[config.mk]
export PLATFORM = sky130hd
export DESIGN_NAME = upsampling_2x2
export DESIGN_NICKNAME = d
export VERILOG_FILES = /design/src/rtl/upsampling_2x2.sv
export SDC_FILE = /design/constraint.sdc
export NUM_CORES = 1
export LEC_CHECK = 0
export CAP_MARGIN = 5
export CORE_MARGIN = 4
export CORE_UTILIZATION = 57
export DETAILED_ROUTE_END_ITERATION = 7
export PLACE_DENSITY = 0.85
export SKIP_CTS_REPAIR_TIMING = 1
export SLEW_MARGIN = 20
export SYNTH_ARGS = -nofsm -noshare
export SYNTH_HDL_FRONTEND = slang
export SYNTH_SLANG_ARGS = --single-unit
[constraint.sdc]
create_clock -name clk -period 11.9 [get_ports clk]
set_input_delay 1.785 -clock clk [delete_from_list [all_inputs] [get_ports clk]]
set_output_delay 1.785 -clock clk [all_outputs]
set_load 0.005 [all_outputs]
[src/rtl/upsampling_2x2.sv]
// 2x2 nearest-neighbour upsampler: buffers one input row, then replays it twice
// with every pixel doubled, giving a (2*IN_WIDTH) x (2*IN_HEIGHT) raster stream.
module upsampling_2x2 #(
   parameter int DATA_WIDTH = 32,
   parameter int IN_WIDTH   = 3,
   parameter int IN_HEIGHT  = 3
) (
   input  logic                  clk,
   input  logic                  rst,
   input  logic [DATA_WIDTH-1:0] i_data,
   input  logic                  valid_in,
   output logic                  ready_in,
   output logic [DATA_WIDTH-1:0] o_data,
   output logic                  valid_out,
   input  logic                  ready_out,
   output logic                  frame_done
);
   localparam int CW = (IN_WIDTH > 1) ? $clog2(IN_WIDTH) : 1;
   localparam int RW = (IN_HEIGHT > 1) ? $clog2(IN_HEIGHT) : 1;
   localparam logic [CW-1:0] LAST_COL = CW'(IN_WIDTH - 1);
   localparam logic [RW-1:0] LAST_ROW = RW'(IN_HEIGHT - 1);

   typedef enum logic [1:0] {
      FILL   = 2'd0,
      EMIT_A = 2'd1,
      EMIT_B = 2'd2
   } state_t;

   state_t                r_state;
   logic [DATA_WIDTH-1:0] r_line [IN_WIDTH];
   logic [CW-1:0]         r_wr_col;
   logic [CW-1:0]         r_out_col;
   logic                  r_dup;
   logic [RW-1:0]         r_row_cnt;
   logic                  r_frame_done;

   logic w_fill;
   logic w_in_xfer;
   logic w_wr_last;
   logic w_beat_last;

   assign w_fill      = (r_state == FILL);
   assign w_in_xfer   = valid_in && w_fill;
   assign w_wr_last   = (r_wr_col == LAST_COL);
   assign w_beat_last = r_dup && (r_out_col == LAST_COL);

   assign ready_in   = w_fill;
   assign valid_out  = !w_fill;
   // Output is a pure function of registers, so it stays stable under backpressure.
   assign o_data     = w_fill ? '0 : r_line[r_out_col];
   assign frame_done = r_frame_done;

   // Line buffer has no reset; a write during reset is suppressed so reset wins.
   always_ff @(posedge clk) begin
      if (!rst && w_in_xfer) begin
         r_line[r_wr_col] <= i_data;
      end
   end

   always_ff @(posedge clk) begin
      if (rst) begin
         r_state      <= FILL;
         r_wr_col     <= '0;
         r_out_col    <= '0;
         r_dup        <= 1'b0;
         r_row_cnt    <= '0;
         r_frame_done <= 1'b0;
      end else begin
         r_frame_done <= 1'b0;
         case (r_state)
            FILL: begin
               if (valid_in) begin
                  if (w_wr_last) begin
                     r_wr_col <= '0;
                     r_state  <= EMIT_A;
                  end else begin
                     r_wr_col <= r_wr_col + 1'b1;
                  end
               end
            end
            EMIT_A, EMIT_B: begin
               if (ready_out) begin
                  r_dup <= ~r_dup;
                  if (r_dup) begin
                     r_out_col <= r_out_col + 1'b1;
                  end
                  if (w_beat_last) begin
                     r_out_col <= '0;
                     r_dup     <= 1'b0;
                     if (r_state == EMIT_A) begin
                        r_state <= EMIT_B;
                     end else begin
                        r_state <= FILL;
                        if (r_row_cnt == LAST_ROW) begin
                           r_row_cnt    <= '0;
                           r_frame_done <= 1'b1;
                        end else begin
                           r_row_cnt <= r_row_cnt + 1'b1;
                        end
                     end
                  end
               end
            end
            default: r_state <= FILL;
         endcase
      end
   end
endmodule

==> impl_metrics.csv <==
group,metric,value,unit
sta,tns,0,ps
critical_path,critPathKind,"flop to output pin",
critical_path,required,10120,ps
sta,tightestPinTransition,1040,ps
place,place.gp.congestion,0.696,
hold_path,holdPathEnd,"frame_done",
sta,fin_crit_sh,0.349,
grt,grt_max_degree,33,
power_and_ir_drop,peakVddDrop,68.2,uV
final_layout,layout_common_cells,"edfxtp_1 (96), clkdlybuf4s50_1 (70), nor2_1 (36), mux2i_1 (35), mux2_2 (24)",
final_layout,fin_nets,376,
floorplanning,rows,31,
final_layout,diodes,0,
grt,track_usage,0.184,
final_layout,mostFrequentLayoutCell,"edfxtp_1",
clocking,root_buffer,"clkbuf_8",
logic_synthesis,synth_fp_nets,302,
power_and_ir_drop,p_per_area,130,nW/um^2
routing,routedWlPerCell,17.8,um
logic_synthesis,ys_seq_area_frac,0.730,
grt,antenna_found_initial,0,
place,io_buffers,70,
flow_run,cap_violations,0,
routing,dr.pass1.iters,5,
grt,grt.overflow.total,0,
logic_synthesis,synth_top_area_cell,"edfxtp_1",
logic_synthesis,synth_area,4280,um^2
logic_synthesis,synth_ff_type,"edfxtp_1",
routing,vias,2391,
final_layout,ff_latch_area,3130,um^2
run_status,status,"complete, no violations",
clocking,clk_path_buf_depth,2,
sta,hold_viol,0,
grt,grt_busiest_layer,"met2",
grt,grt_pass1_wl,12200,um
place,dp_slack,7620,ps
floorplanning,die_h,94.6,um
floorplanning,initial_core_util,0.587,
grt,grtUsageMet1,0.227,
grt,use_met3,0.0414,
critical_path,setup.worst_path.start_class,"flop",
floorplanning,core,7290,um^2
sta,rsz0062_at_grt,"false",
routing,ant_nets,0,
clocking,clk_pin_slew,100,ps
final_layout,multiInputGateArea,1100,um^2
critical_path,reg2reg_from,"r_state[1]",
critical_path,reg2reg_to,"r_line[2][31]",
logic_synthesis,syn_inst,263,
critical_path,worstSetupEndpointType,"output pin",
sta,fin_skew,8.08,ps
clocking,cts_buffers,9,
logic_synthesis,synth_async_sr_flop_share,0,
hold_path,min_from,"r_row_cnt[1]",
sta,slew_violations,0,
sta,fmax,241,MHz
final_layout,layout-drive-gt1-share,0.158,
routing,wl,7860,um
final_layout,areaGrowthSynthToFinish,23.5,%
routing,drt-vias-per-instance,5.42,
floorplanning,boundaryPins,71,
logic_synthesis,synth_top_area_share,0.674,
critical_path,worstPathMaxFanout,32,
hold_path,min_path_type,"flop to flop",
floorplanning,die_w,94.6,um
clocking,clock_latency,360,ps
sta,setup_slack,7740,ps
clocking,cts_tree,"done",
sta,setup_viol,0,
logic_synthesis,synth_warnings,0,
power_and_ir_drop,leakagePower,1.66,nW
grt,grtUsageMet2,0.316,
hold_path,hold-path-cell-count,2,
routing,drc,0,
final_layout,stdcell_area,5290,um^2
critical_path,reg2reg_depth,5,
sta,period_needed,4160,ps
logic_synthesis,synth_cell_types,26,
logic_synthesis,netlist_top_cells_area,"edfxtp_1 (67%), mux2i_1 (8.2%), mux2_2 (6.3%)",
place,placed_area,5110,um^2
sta,relSlewSlack,0.306,
clocking,h-tree-depth,3,
critical_path,r2r_slack,9420,ps
floorplanning,dieArea,8950,um^2
logic_synthesis,avgSynthCellArea,16.3,um^2
logic_synthesis,synth-edff-count,96,
logic_synthesis,ys_ff_latch,108,
critical_path,worst_ep_arrival_time,2370,ps
clocking,cts.sinks,108,
routing,drt_iter0_drc,145,
final_layout,fill_cells,488,
grt,grt_pass1_vias,2456,
place,dp_hpwl,5180,um
==> sequential cells by signal, summed over array words and instances, names as in the netlist, named ones only <==
signal and flops:
r_state 2, r_dup 1, r_wr_col 2, r_line 96, frame_done 1, r_out_col 2, r_row_cnt 2
==> cell type report <==
| type | count | share of cell area |
|---|---|---|
| clock buffers | 9 | 0.0234 |
| clock inverters | 7 | 0.00947 |
| inverters | 4 | 0.00284 |
| multi-input cells | 138 | 0.208 |
| flip-flops and latches | 108 | 0.591 |
| well taps | 99 | 0.0234 |
| repair buffers | 76 | 0.141 |
==> cells in the mapped netlist, drive strengths merged (3+ instances only) <==
cell,instances
edfxtp,96
nor2,36
mux2i,35
mux2,32
dfxtp,12
clkbuf,7
buf,6
nand2,6
a21oi,5
nand2b,5
inv,4
ha,3
==> worst max-delay path: stages (launching register included) <==
cell             delay, ps
dfxtp_2                860
mux2_2                 420
mux2i_1                190
nor2_1                  80
clkdlybuf4s50_1        450
==> how the worst max path moves through the flow <==
stage	end	slack, ps	startpoint	cells after the start
after floorplan	r_line[1][0]	6010	rst	2
after global placement	r_line[2][19]	7790	rst	3
after detailed placement	r_line[2][13]	7620	rst	3
after CTS	o_data[17]	7670	flop	4
after global routing	o_data[28]	7600	flop	4
final	o_data[17]	7740	flop	4
==> routing by layer <==
metal	share of wire	wire length [um]
met5	0	0
met4	0.012	91
met3	0.053	419
met2	0.52	4080
met1	0.42	3260
==> through the flow <==
step | utilization | cells | power, mW | hold WS [ps]
floorplan | - | 263 | 0.465 | 428
global placement | 0.701 | 425 | 0.499 | 443
detailed placement | 0.701 | 425 | 0.502 | 446
CTS | 0.725 | 441 | 0.693 | 467
global route | 0.725 | 441 | 0.717 | 509
finish | 0.725 | 441 | 0.688 | 467
==> cell families after synthesis <==
group / share of synthesized area
and+or+nand+nor: 0.0658
adders and majority gates: 0.00878
AOI/OAI and AO/OA: 0.0105
buffers and inverters: 0.0167
xor gates and xnor gates: 0.00205
DFF: 0.730
muxes: 0.166
==> report_power, final <==
part           internal [mW]  switching, mW
Combinational         0.0331         0.0287
Sequential             0.427        0.00420
Clock                 0.0771          0.118
Power figures use the tool's default switching activity.
==> variant (config.mk and constraints unchanged) <==
The parameter `IN_WIDTH` goes from 3 to 6.
--- a/src/rtl/upsampling_2x2.sv
+++ b/src/rtl/upsampling_2x2.sv
@@ -2,7 +2,7 @@
 // with every pixel doubled, giving a (2*IN_WIDTH) x (2*IN_HEIGHT) raster stream.
 module upsampling_2x2 #(
    parameter int DATA_WIDTH = 32,
-   parameter int IN_WIDTH   = 3,
+   parameter int IN_WIDTH   = 6,
    parameter int IN_HEIGHT  = 3
 ) (
    input  logic                  clk,
Check against the original RTL: not equivalent (a bounded check fails within 4 cycles, from zero or initial values and one cycle with rst high).
==> variant against the original RTL <==
- maximum frequency is 18% lower
- critical endpoint is now o_data[2]
- area after synthesis is 91% higher
- routed wire length is 95% higher
- worst hold slack better by 0.012 ns
- worst setup slack worse by 0.91 ns
- highest routed layer unchanged
- largest cell class unchanged
- design area is 83% higher
- total power is 110% higher
- critical path depth is 1 higher
- via count is 71% higher
- sequential cell count is 99 higher
==> variant: results (changes against the original RTL) <==
[run_status]
outcome = completed

[finish]
multiInputGateArea_mm2 = 0.00196  ; +78%
layout-drive-gt1-share = 0.192  ; +0.0343
fin_nets = 539  ; +43%
nFillCells = 829  ; +70%

[placement]
pre_cts_slack_ns = 7.34  ; -0.277 ns
dp_hpwl_um = 8460  ; +63%
gp_routability_congestion = 0.740  ; +6.2%

[cts]
clockBufferDepth = 3  ; +1
cts_buffers = 20  ; +11
htreeDepth = 1  ; -2
root_buffer = clkbuf_16
clkSlewWorstSetupHoldPaths_ns = 0.06  ; -0.04 ns

[timing]
fin_skew_ns = 0.00692  ; -0.00116 ns
relSlewSlack = 0.265  ; -0.0408
fmax_mhz = 197  ; -18%

[yosys]
syn_nets = 460  ; +52%
yosysSeqAreaShare = 0.744  ; +0.0141
netlist_top_cells_area = edfxtp_1 (71%), mux4_2 (7.2%), mux2i_1 (4.1%)
yosysUniqueCellTypes = 36  ; +38%
synth_commonest_cells = edfxtp_1 (192), nor2_1 (40), mux2i_1 (33), mux4_2 (26), a211oi_2 (25)
synth_enable_flop_cells = 192  ; +100%

[global_routing]
met2_usage = 0.343  ; +0.0272
grt_pass1_wl_um = 23900  ; +96%
grt.met3_usage = 0.0385  ; -0.00297
first_global_vias = 4511  ; +84%
use_met1 = 0.234  ; +0.00738
grt_start_max_net_pins = 65  ; +97%
grt_usage = 0.191  ; +0.00682

[worst_setup_path]
reg2reg_slack_ns = 9.23  ; -0.19 ns
cp_max_fo = 35  ; +9.4%
crit_arrival_ns = 3.28  ; +0.91 ns
reg2reg_depth = 6  ; +1

[drt]
viasPerCell = 5.94  ; +9.5%
drt-total-wl_um = 15300  ; +95%
firstDrtPassIters = 4  ; -1
drt_iter0_markers = 315  ; +120%

[power]
leakage_nw = 2.97  ; +78%

variant: cell types whose count changed after synthesis, sizes merged, moves of 2 or more:
| cell | delta |
|---|---|
| mux2i | -2 |
| edfxtp | +96 |
| nor2 | +4 |
| a211oi | +33 |
| or3 | +3 |
| dfxtp | +3 |
| nand3 | +2 |
| a21oi | +3 |
| mux4 | +32 |
| mux2 | -32 |
| buf | +9 |
variant: metal layers:
metal	wire length [um]	share of wire	up-vias
li1	-	-	1857
met1	5780	0.38	2092
met2	8330	0.54	118
met3	886	0.058	29
met4	329	0.021	0
met5	0	0	-
variant: kinds of logic (layout without fill, tap and decap cells):
group	Yosys count	count (layout)	synth area share
xor gates and xnor gates	2	2	0.00215
buffers and inverters	26	116	0.0209
DFF	207	207	0.744
muxes	65	65	0.132
and+or+nand+nor	70	70	0.0407
adders and majority gates	4	4	0.00614
AOI/OAI and AO/OA	46	46	0.0543
variant: through the flow:
step                std cells  hold slack (ns)
finish                    690            0.479
global route              690            0.501
CTS                       688            0.484
detailed placement        655            0.476
global placement          655            0.443
floorplan                 420            0.428
variant: final timing paths:
| check | end | startpoint |
|---|---|---|
| max | o_data[2] | flop |
| min | frame_done | r_row_cnt[1] |
| max reg2reg | r_line[2][1] | r_state[0] |
| min reg2reg | frame_done | r_row_cnt[1] |
variant: area by class of cell:
type / count / share of cell area
clock buffer: 26 / 0.0572
timing repair buffer: 79 / 0.0834
sequential: 207 / 0.627
clock inverter: 7 / 0.00568
multi-input combinational: 187 / 0.202
inverter: 4 / 0.00155
tap: 180 / 0.0232
variant: worst max-delay path: stages, from the launching register on:
cell and delay (ns):
dfxtp_4 0.71, buf_4 0.63, mux4_1 0.38, nor2_1 0.05
a211oi_1 0.42, clkdlybuf4s50_1 0.59
variant: power breakdown:
part / switching (mW) / internal [mW] / leakage [nW] / total, mW
sequential: 0.00369 / 0.808 / 1.86 / 0.811
combinational: 0.0231 / 0.0192 / 0.809 / 0.0423
clock: 0.244 / 0.347 / 0.299 / 0.591
